**config.mk**
```make
export PLATFORM = sky130hd
export DESIGN_NAME = uart_frame_loader
export DESIGN_NICKNAME = d
export VERILOG_FILES = /design/src/rtl/uart_frame_loader_pkg.sv /design/src/rtl/frame_timeout_ctr.sv /design/src/rtl/uart_frame_loader.sv
export SDC_FILE = /design/constraint.sdc
export NUM_CORES = 1
export LEC_CHECK = 0
export BUFFER_PORTS_ARGS = -buffer_cell sky130_fd_sc_hd__buf_4
export CAP_MARGIN = 5
export CORE_ASPECT_RATIO = 0.5
export CORE_MARGIN = 1.5
export CORE_UTILIZATION = 55
export CTS_BUF_LIST = sky130_fd_sc_hd__clkbuf_4
export CTS_CLUSTER_DIAMETER = 100
export DETAILED_ROUTE_END_ITERATION = 16
export GPL_TIMING_DRIVEN = 0
export PLACE_DENSITY = 0.74
export REMOVE_ABC_BUFFERS = 1
export SETUP_SLACK_MARGIN = 0.1
export SLEW_MARGIN = 20
export SYNTH_ARGS = -nofsm -noshare
export SYNTH_HDL_FRONTEND = slang
export SYNTH_SLANG_ARGS = --single-unit
```
**constraint.sdc**
```tcl
create_clock -name clk -period 3.2 [get_ports clk]
set_input_delay 0.32 -clock clk [delete_from_list [all_inputs] [get_ports clk]]
set_output_delay 0.32 -clock clk [all_outputs]
set_load 0.005 [all_outputs]
```
**src/rtl/uart_frame_loader_pkg.sv**
```systemverilog
// Shared types and defaults for the UART frame loader.
// Holds frame constants, error codes and FSM encoding.
package uart_frame_loader_pkg;

  localparam int FRAME_BYTES_DEF = 38462;
  localparam int ADDR_W_DEF      = 16;
  localparam int TIMEOUT_DEF     = 2517000;

  localparam logic [7:0] HDR0_DEF = 8'hA5;
  localparam logic [7:0] HDR1_DEF = 8'h5A;

  localparam logic [1:0] ERR_NONE    = 2'd0;
  localparam logic [1:0] ERR_TIMEOUT = 2'd1;
  localparam logic [1:0] ERR_CSUM    = 2'd2;
  localparam logic [1:0] ERR_HDR     = 2'd3;

  typedef enum logic [1:0] {
    S_IDLE,
    S_HDR,
    S_PAYLOAD,
    S_CSUM
  } state_t;

  // Per-cycle actions decoded from state and the incoming byte.
  typedef struct packed {
    logic       wr;
    logic       clr;
    logic       done;
    logic       err;
    logic [1:0] code;
  } act_t;

endpackage

```
**src/rtl/frame_timeout_ctr.sv**
```systemverilog
// Saturating idle counter for the frame loader.
// Flags expiry once TIMEOUT_CYC-1 idle clocks have elapsed.
module frame_timeout_ctr #(
  parameter int TIMEOUT_CYC = 2517000
) (
  input  logic clk,
  input  logic rst_n,
  input  logic clr,
  output logic expired
);

  localparam int W = $clog2(TIMEOUT_CYC + 1);
  localparam logic [W-1:0] LAST = W'(TIMEOUT_CYC - 1);

  logic [W-1:0] cnt;

  always_ff @(posedge clk or negedge rst_n) begin
    if (!rst_n) begin
      cnt <= '0;
    end else if (clr) begin
      cnt <= '0;
    end else if (cnt != LAST) begin
      cnt <= cnt + 1'b1;
    end
  end

  assign expired = (cnt == LAST);

endmodule

```
**src/rtl/uart_frame_loader.sv**
```systemverilog
// Parses header/payload/checksum frames from the UART into
// ping-pong frame RAM banks; swaps banks only on a good frame.
module uart_frame_loader
  import uart_frame_loader_pkg::*;
#(
  parameter int         FRAME_BYTES = FRAME_BYTES_DEF,
  parameter int         ADDR_W      = ADDR_W_DEF,
  parameter logic [7:0] HDR0        = HDR0_DEF,
  parameter logic [7:0] HDR1        = HDR1_DEF,
  parameter int         TIMEOUT_CYC = TIMEOUT_DEF
) (
  input  logic              clk,
  input  logic              rst_n,
  input  logic              rx_dv,
  input  logic [7:0]        rx_data,
  output logic              wr_en,
  output logic [ADDR_W-1:0] wr_addr,
  output logic              wr_bank,
  output logic [7:0]        wr_data,
  output logic              disp_bank,
  output logic              frame_ready,
  output logic              frame_done,
  output logic              err,
  output logic [1:0]        err_code,
  output logic [7:0]        frame_cnt
);

  localparam logic [ADDR_W-1:0] LAST_IDX =
    ADDR_W'(FRAME_BYTES - 1);

  state_t            state;
  state_t            state_nxt;
  act_t              act;
  logic [ADDR_W-1:0] idx;
  logic [7:0]        csum;
  logic              expired;
  logic              tmo_clr;
  logic              last_byte;
  logic              csum_ok;

  assign last_byte = (idx == LAST_IDX);
  assign csum_ok   = (rx_data == csum);
  assign tmo_clr   = rx_dv || (state == S_IDLE);
  assign wr_bank   = ~disp_bank;

  frame_timeout_ctr #(
    .TIMEOUT_CYC(TIMEOUT_CYC)
  ) u_tmo (
    .clk    (clk),
    .rst_n  (rst_n),
    .clr    (tmo_clr),
    .expired(expired)
  );

  always_ff @(posedge clk or negedge rst_n) begin
    if (!rst_n) begin
      state <= S_IDLE;
    end else begin
      state <= state_nxt;
    end
  end

  always_comb begin
    state_nxt = state;
    unique case (state)
      S_IDLE: begin
        if (rx_dv && rx_data == HDR0) begin
          state_nxt = S_HDR;
        end
      end
      S_HDR: begin
        if (rx_dv) begin
          if (rx_data == HDR1) begin
            state_nxt = S_PAYLOAD;
          end else if (rx_data != HDR0) begin
            state_nxt = S_IDLE;
          end
        end else if (expired) begin
          state_nxt = S_IDLE;
        end
      end
      S_PAYLOAD: begin
        if (rx_dv) begin
          if (last_byte) begin
            state_nxt = S_CSUM;
          end
        end else if (expired) begin
          state_nxt = S_IDLE;
        end
      end
      S_CSUM: begin
        if (rx_dv || expired) begin
          state_nxt = S_IDLE;
        end
      end
      default: state_nxt = S_IDLE;
    endcase
  end

  // A byte arriving on the expiry cycle wins over the timeout.
  always_comb begin
    act = '0;
    unique case (state)
      S_IDLE: begin
        act = '0;
      end
      S_HDR: begin
        if (rx_dv) begin
          if (rx_data == HDR1) begin
            act.clr = 1'b1;
          end else if (rx_data != HDR0) begin
            act.err  = 1'b1;
            act.code = ERR_HDR;
          end
        end else if (expired) begin
          act.err  = 1'b1;
          act.code = ERR_TIMEOUT;
        end
      end
      S_PAYLOAD: begin
        if (rx_dv) begin
          act.wr = 1'b1;
        end else if (expired) begin
          act.err  = 1'b1;
          act.code = ERR_TIMEOUT;
        end
      end
      S_CSUM: begin
        if (rx_dv) begin
          if (csum_ok) begin
            act.done = 1'b1;
          end else begin
            act.err  = 1'b1;
            act.code = ERR_CSUM;
          end
        end else if (expired) begin
          act.err  = 1'b1;
          act.code = ERR_TIMEOUT;
        end
      end
      default: act = '0;
    endcase
  end

  always_ff @(posedge clk or negedge rst_n) begin
    if (!rst_n) begin
      wr_en       <= 1'b0;
      wr_addr     <= '0;
      wr_data     <= '0;
      disp_bank   <= 1'b0;
      frame_ready <= 1'b0;
      frame_done  <= 1'b0;
      err         <= 1'b0;
      err_code    <= ERR_NONE;
      frame_cnt   <= '0;
      idx         <= '0;
      csum        <= '0;
    end else begin
      wr_en      <= act.wr;
      frame_done <= act.done;
      err        <= act.err;
      err_code   <= act.err ? act.code : ERR_NONE;
      if (act.clr) begin
        idx  <= '0;
        csum <= '0;
      end
      if (act.wr) begin
        wr_addr <= idx;
        wr_data <= rx_data;
        idx     <= idx + 1'b1;
        csum    <= csum ^ rx_data;
      end
      if (act.done) begin
        disp_bank   <= ~disp_bank;
        frame_ready <= 1'b1;
        frame_cnt   <= frame_cnt + 8'd1;
      end
    end
  end

endmodule

```
; Yosys cells after proc, flatten, opt, wreduce, memory -nomap -nowiden
; Index checks and enable logic that the tools add are counted.
[classes]
addsub = 3
n_mul = 0
n_div = 0
order_cmp = 0
n_eq_ne = 14
shift = 0
muxes = 32
bitwise_logic = 2
n_reduce_logical = 7
[op_table]
columns = op, count
row1 = $mux 22, 2
row2 = $mux 16, 2
row3 = $add 22x1->22 const B, 1
row4 = $eq 22x22->1 const B, 1
row5 = $ne 22x22->1 const B, 1
row6 = $mux 3, 7
row7 = $mux 2, 9
row8 = $add 16x1->16 const B, 1
row9 = $eq 16x16->1 const B, 1
row10 = $mux 8, 2
row11 = $pmux 3 s4, 1
row12 = $add 8x1->8 const B, 1
row13 = $eq 8x7->1 const B, 1
row14 = $eq 8x8->1, 1
row15 = $eq 8x8->1 const B, 1
row16 = $mux 1, 8
row17 = $ne 8x8->1 const B, 1
row18 = $pmux 2 s4, 1
row19 = $xor 8x8->8, 1
row20 = $eq 2x2->1 const B, 2
row21 = $ne 4x4->1 const B, 1
row22 = $reduce_and 4->1, 1
row23 = $reduce_bool 2->1, 2
row24 = $ne 3x3->1 const B, 1
row25 = other kinds (7), 8
[word_totals]
ff_bits = 87
latch_bits = 0
mem_bits_rw = 0
romBits = 0
inputBits = 11
out_inout_bits = 40
wordCells = 71
memories = 0

; Longest topological paths before layout
[depth]
word_depth = 6
depth_mapped = 7
ltp_nobuf = 6

; Cells and area by module
; From an unflattened synthesis, not the netlist that was laid out.
[unflattened]
hier_cells = 448
hier_area_um2 = 4235.3
[modules_own_cells]
columns = module, n_inst, cells_each, area_each_um2, seq_area_each_um2
row1 = uart_frame_loader, 1, 315, 2992.9, 1626.6
row2 = frame_timeout_ctr, 1, 133, 1242.4, 550.5

; Worst setup path before layout
; No wires, ideal clock.
[synth_timing]
path_kind = register to register
start = register u_tmo.cnt[0]
end = register err_code[0]
arrival_ns = 1.564
required_time_ns = 3.127
setup_slack_ns = 1.563
path_stages_with_launch = 6
n_path_buf = 0
synth_period_minus_slack_ns = 1.637
path_cell_list = dfrtp_1 ha_1 nand2_2 or3_4 or3_1 a21oi_2
[synth_between]
elab_chain_len = 5
elab_cells_between_ends = 7
[synth_lines]
columns = element, line_no
row1 = start: declaration, frame_timeout_ctr.sv:15  ; logic [W-1:0] cnt;
row2 = start signal: assignment, frame_timeout_ctr.sv:23  ; cnt <= cnt + 1'b1;
row3 = $eq 22x22->1 (*), frame_timeout_ctr.sv:27  ; assign expired = (cnt == LAST);
row4 = $mux 3 (*), "uart_frame_loader.sv:115, uart_frame_loader.sv:123, uart_frame_loader.sv:136"
row5 = $mux 3 (on tied branches), "uart_frame_loader.sv:129, uart_frame_loader.sv:108, uart_frame_loader.sv:121"
row6 = $pmux 3 s4 (*), uart_frame_loader.sv:103  ; unique case (state)
row7 = $mux 2 (*), uart_frame_loader.sv:162  ; err_code <= act.err ? act.code : ERR_NONE;
row8 = end signal: assignment, uart_frame_loader.sv:162
row9 = end: declaration, uart_frame_loader.sv:24  ; output logic [1:0] err_code,
; Every way passes the cells marked *; elsewhere a longest branch is shown, timed or not.
; A chain may end at the register's enable or synchronous reset.

; Final worst setup path
[layout_timing]
start = register state[1]
end = register csum[0]
[layout_between]
elab_chain_len = 3
elab_cells_between_ends = 6
[layout_lines]
columns = element, line_no
row1 = start: declaration, uart_frame_loader.sv:31  ; state_t state;
row2 = start signal: assignment, uart_frame_loader.sv:59  ; state <= state_nxt;
row3 = $eq 2x2->1 / $eq 2x1->1 (equally long branches), uart_frame_loader.sv:103
row4 = $mux 1, uart_frame_loader.sv:103
row5 = $mux 8 / $reduce_bool 2->1 (equally long branches), --
row6 = end signal: assignment, uart_frame_loader.sv:171  ; csum <= csum ^ rx_data;
row7 = end: declaration, uart_frame_loader.sv:35  ; logic [7:0] csum;
; Parallel ways exist; a longest one is shown, timed or not.

==> metrics <==
post-CTS setup buffer count=0; Power Dens Cells=366 nW/um^2; Setup crit end kind=register; fin util=65.6%; maximum clock frequency=0.372 GHz; post_cts resized=0; Total Power=1.78 mW; Async SR Flop Fraction=100%; CP required=3.57 ns; largest net degree at the start of global routing=88; core box area=7400 sq um; CTS buffer count=9; clock sinks=87; antenna viol nets, final=0; Hold Violations, Final=0; DRC Markers=0; Pins Over Slew Limit=0; die area=8270 sq um; critical path peak fanout=36; I/O Buffers=50; Post-Layout Cell Count=595; final instance area=4860 sq um; peak supply drop=0.217 mV; clk slew on worst S/H paths=0.13 ns; placed inst area=4710 sq um; Yosys reg bits=87; HPWL Detailed=5970 um; Bufs on Longest Clock Path=2; # nets final=509; crit path DAT=3.06 ns; most numerous cell in the Yosys netlist=nand2_1; largest cells by area after synthesis=dfrtp_1 51%, nand2_1 8.4%, o21ai_0 3.2%; Fin Setup TNS=0 ns; placed cells=578; Synth cell types=61; Initial Utilization=57.2%; share of post-route cells with drive strength above 1=18.2%; RSZ-0062 raised after global routing=no; clock skew=0.0188 ns; synth warn=0; crit path kind=reg2reg; IO Pins=51; total track usage=23.3%; register area share after synthesis=51.4%; R2R Setup Slk=0.51 ns; status=finished clean; First-pass DRT Iterations=5; die width=127 um; vias per cell=5.70; mean post-synth cell area=9.54 sq um; total congestion overflow=0; Die H=65.1 um; vias in the first global route=3121; EDFF count, synth=0; pre-CTS WS=0.513 ns; slew at the pin closest to its max-slew limit=0.781 ns; Tcrit/Tclk final=84.1%; post-synth top area cell=dfrtp_1; initial drt markers=245; first-pass GRT wire length=14900 um; Cells after Synth=444; hold_ws=0.130 ns; Critical Path Source Type=register; CTS tree=yes; Hold-fix buffers, CTS=0; synthesis-to-layout area growth=14.8%; cell leakage power=2.36 nW; CTS Root Cell=clkbuf_4; worst skew pair latency=0.45 ns; gpl congestion=0.814; row cnt=22; WL final=8720 um; final setup vio count=0; Synth top area share=51.4%; H-tree levels=3; Cell Area, Synth=4240 sq um; max_cap viols=0; min cycle time layout=2.69 ns; via count=3394; Post-synth top flop=dfrtp_1; initial antenna violation count=0; setup ws final=0.509 ns; average routed wire per standard cell=14.7 um; Rel. slew slack=47.9%; hold crit path type=in2reg; n_diodes=0; most frequent cells after synthesis=95 x nand2_1, 87 x dfrtp_1, 28 x nor2_1, 27 x o21ai_0, 17 x nand4_1
worst paths after layout:
| path | cells after the start | endpoint | from |
|---|---|---|---|
| min in group asynchronous | 2 | frame_ready | rst_n |
| min reg2reg | 1 | frame_cnt[7] | frame_cnt[7] |
| max in group asynchronous | 2 | idx[0] | rst_n |
| max reg2reg | 6 | csum[0] | state[1] |
| max | 6 | csum[0] | state[1] |
| min | 3 | wr_data[6] | rx_data[6] |
power by group:
part           total (mW)  switching (mW)  internal (mW)
Combinational      0.0607          0.0410         0.0197
Sequential           1.10         0.00217           1.10
Clock               0.615           0.354          0.261
registers in the layout, summed over array words and instances (netlist names):
signal and cells:
frame_done 1, u_tmo.cnt 22, frame_cnt 8, err_code 2, frame_ready 1, state 2
wr_addr 16, csum 8, wr_data 8, err 1, idx 16, disp_bank 1
wr_en 1
metal layers:
layer / vias to the layer above / wire [um] / track usage [%]
li1: 1687 / - / -
met1: 1628 / 4160 / 30.7
met2: 73 / 4140 / 38.0
met3: 6 / 377 / 6.77
met4: 0 / 41 / 6.68
met5: - / 0 / 0
cells in the final DEF (no fill, tap or decap), types with 3 or more instances in the layout:
cell type and instances:
nand2_1 95, dfrtp_1 87, buf_4 49, nor2_1 28, o21ai_0 27, nand4_1 17
nand3_1 16, xnor2_1 14, a21oi_1 14, xor2_1 12, clkbuf_4 12, o21ai_1 9
nor3_1 8, nor4_1 7, a31oi_1 7, inv_1 6, and3_1 6, o31ai_1 5
o211ai_1 4, and4_1 4, mux2i_1 4, a21o_1 4, ha_1 4, nor2b_1 3
and4_2 3, or3_1 3, or4_1 3
area by class of cell:
cell class,count,area [sq um]
fill,596,2540
sequential,87,2180
multi-input combinational,335,1970
timing repair buffer,54,430
tap,96,120
clock buffer,12,90.1
clock inverter,4,46.3
inverter,7,26.3
worst max-delay path: stages (launching register included):
cell	delay (ns)
dfrtp_1	0.49
nand3b_1	0.55
buf_8	0.25
inv_2	0.26
a31oi_2	0.71
o21ai_0	0.21
o21ai_0	0.12
logic make-up after synthesis:
group	Yosys count	share of synthesized area, %
DFF	87	51.4
buffers and inverters	22	2.30
muxes	5	1.21
adders and majority gates	4	1.18
and+or+nand+nor	218	27.2
AOI/OAI and AO/OA	82	11.3
xor gates and xnor gates	26	5.38
No activity file was read; power rests on OpenSTA's default activity.
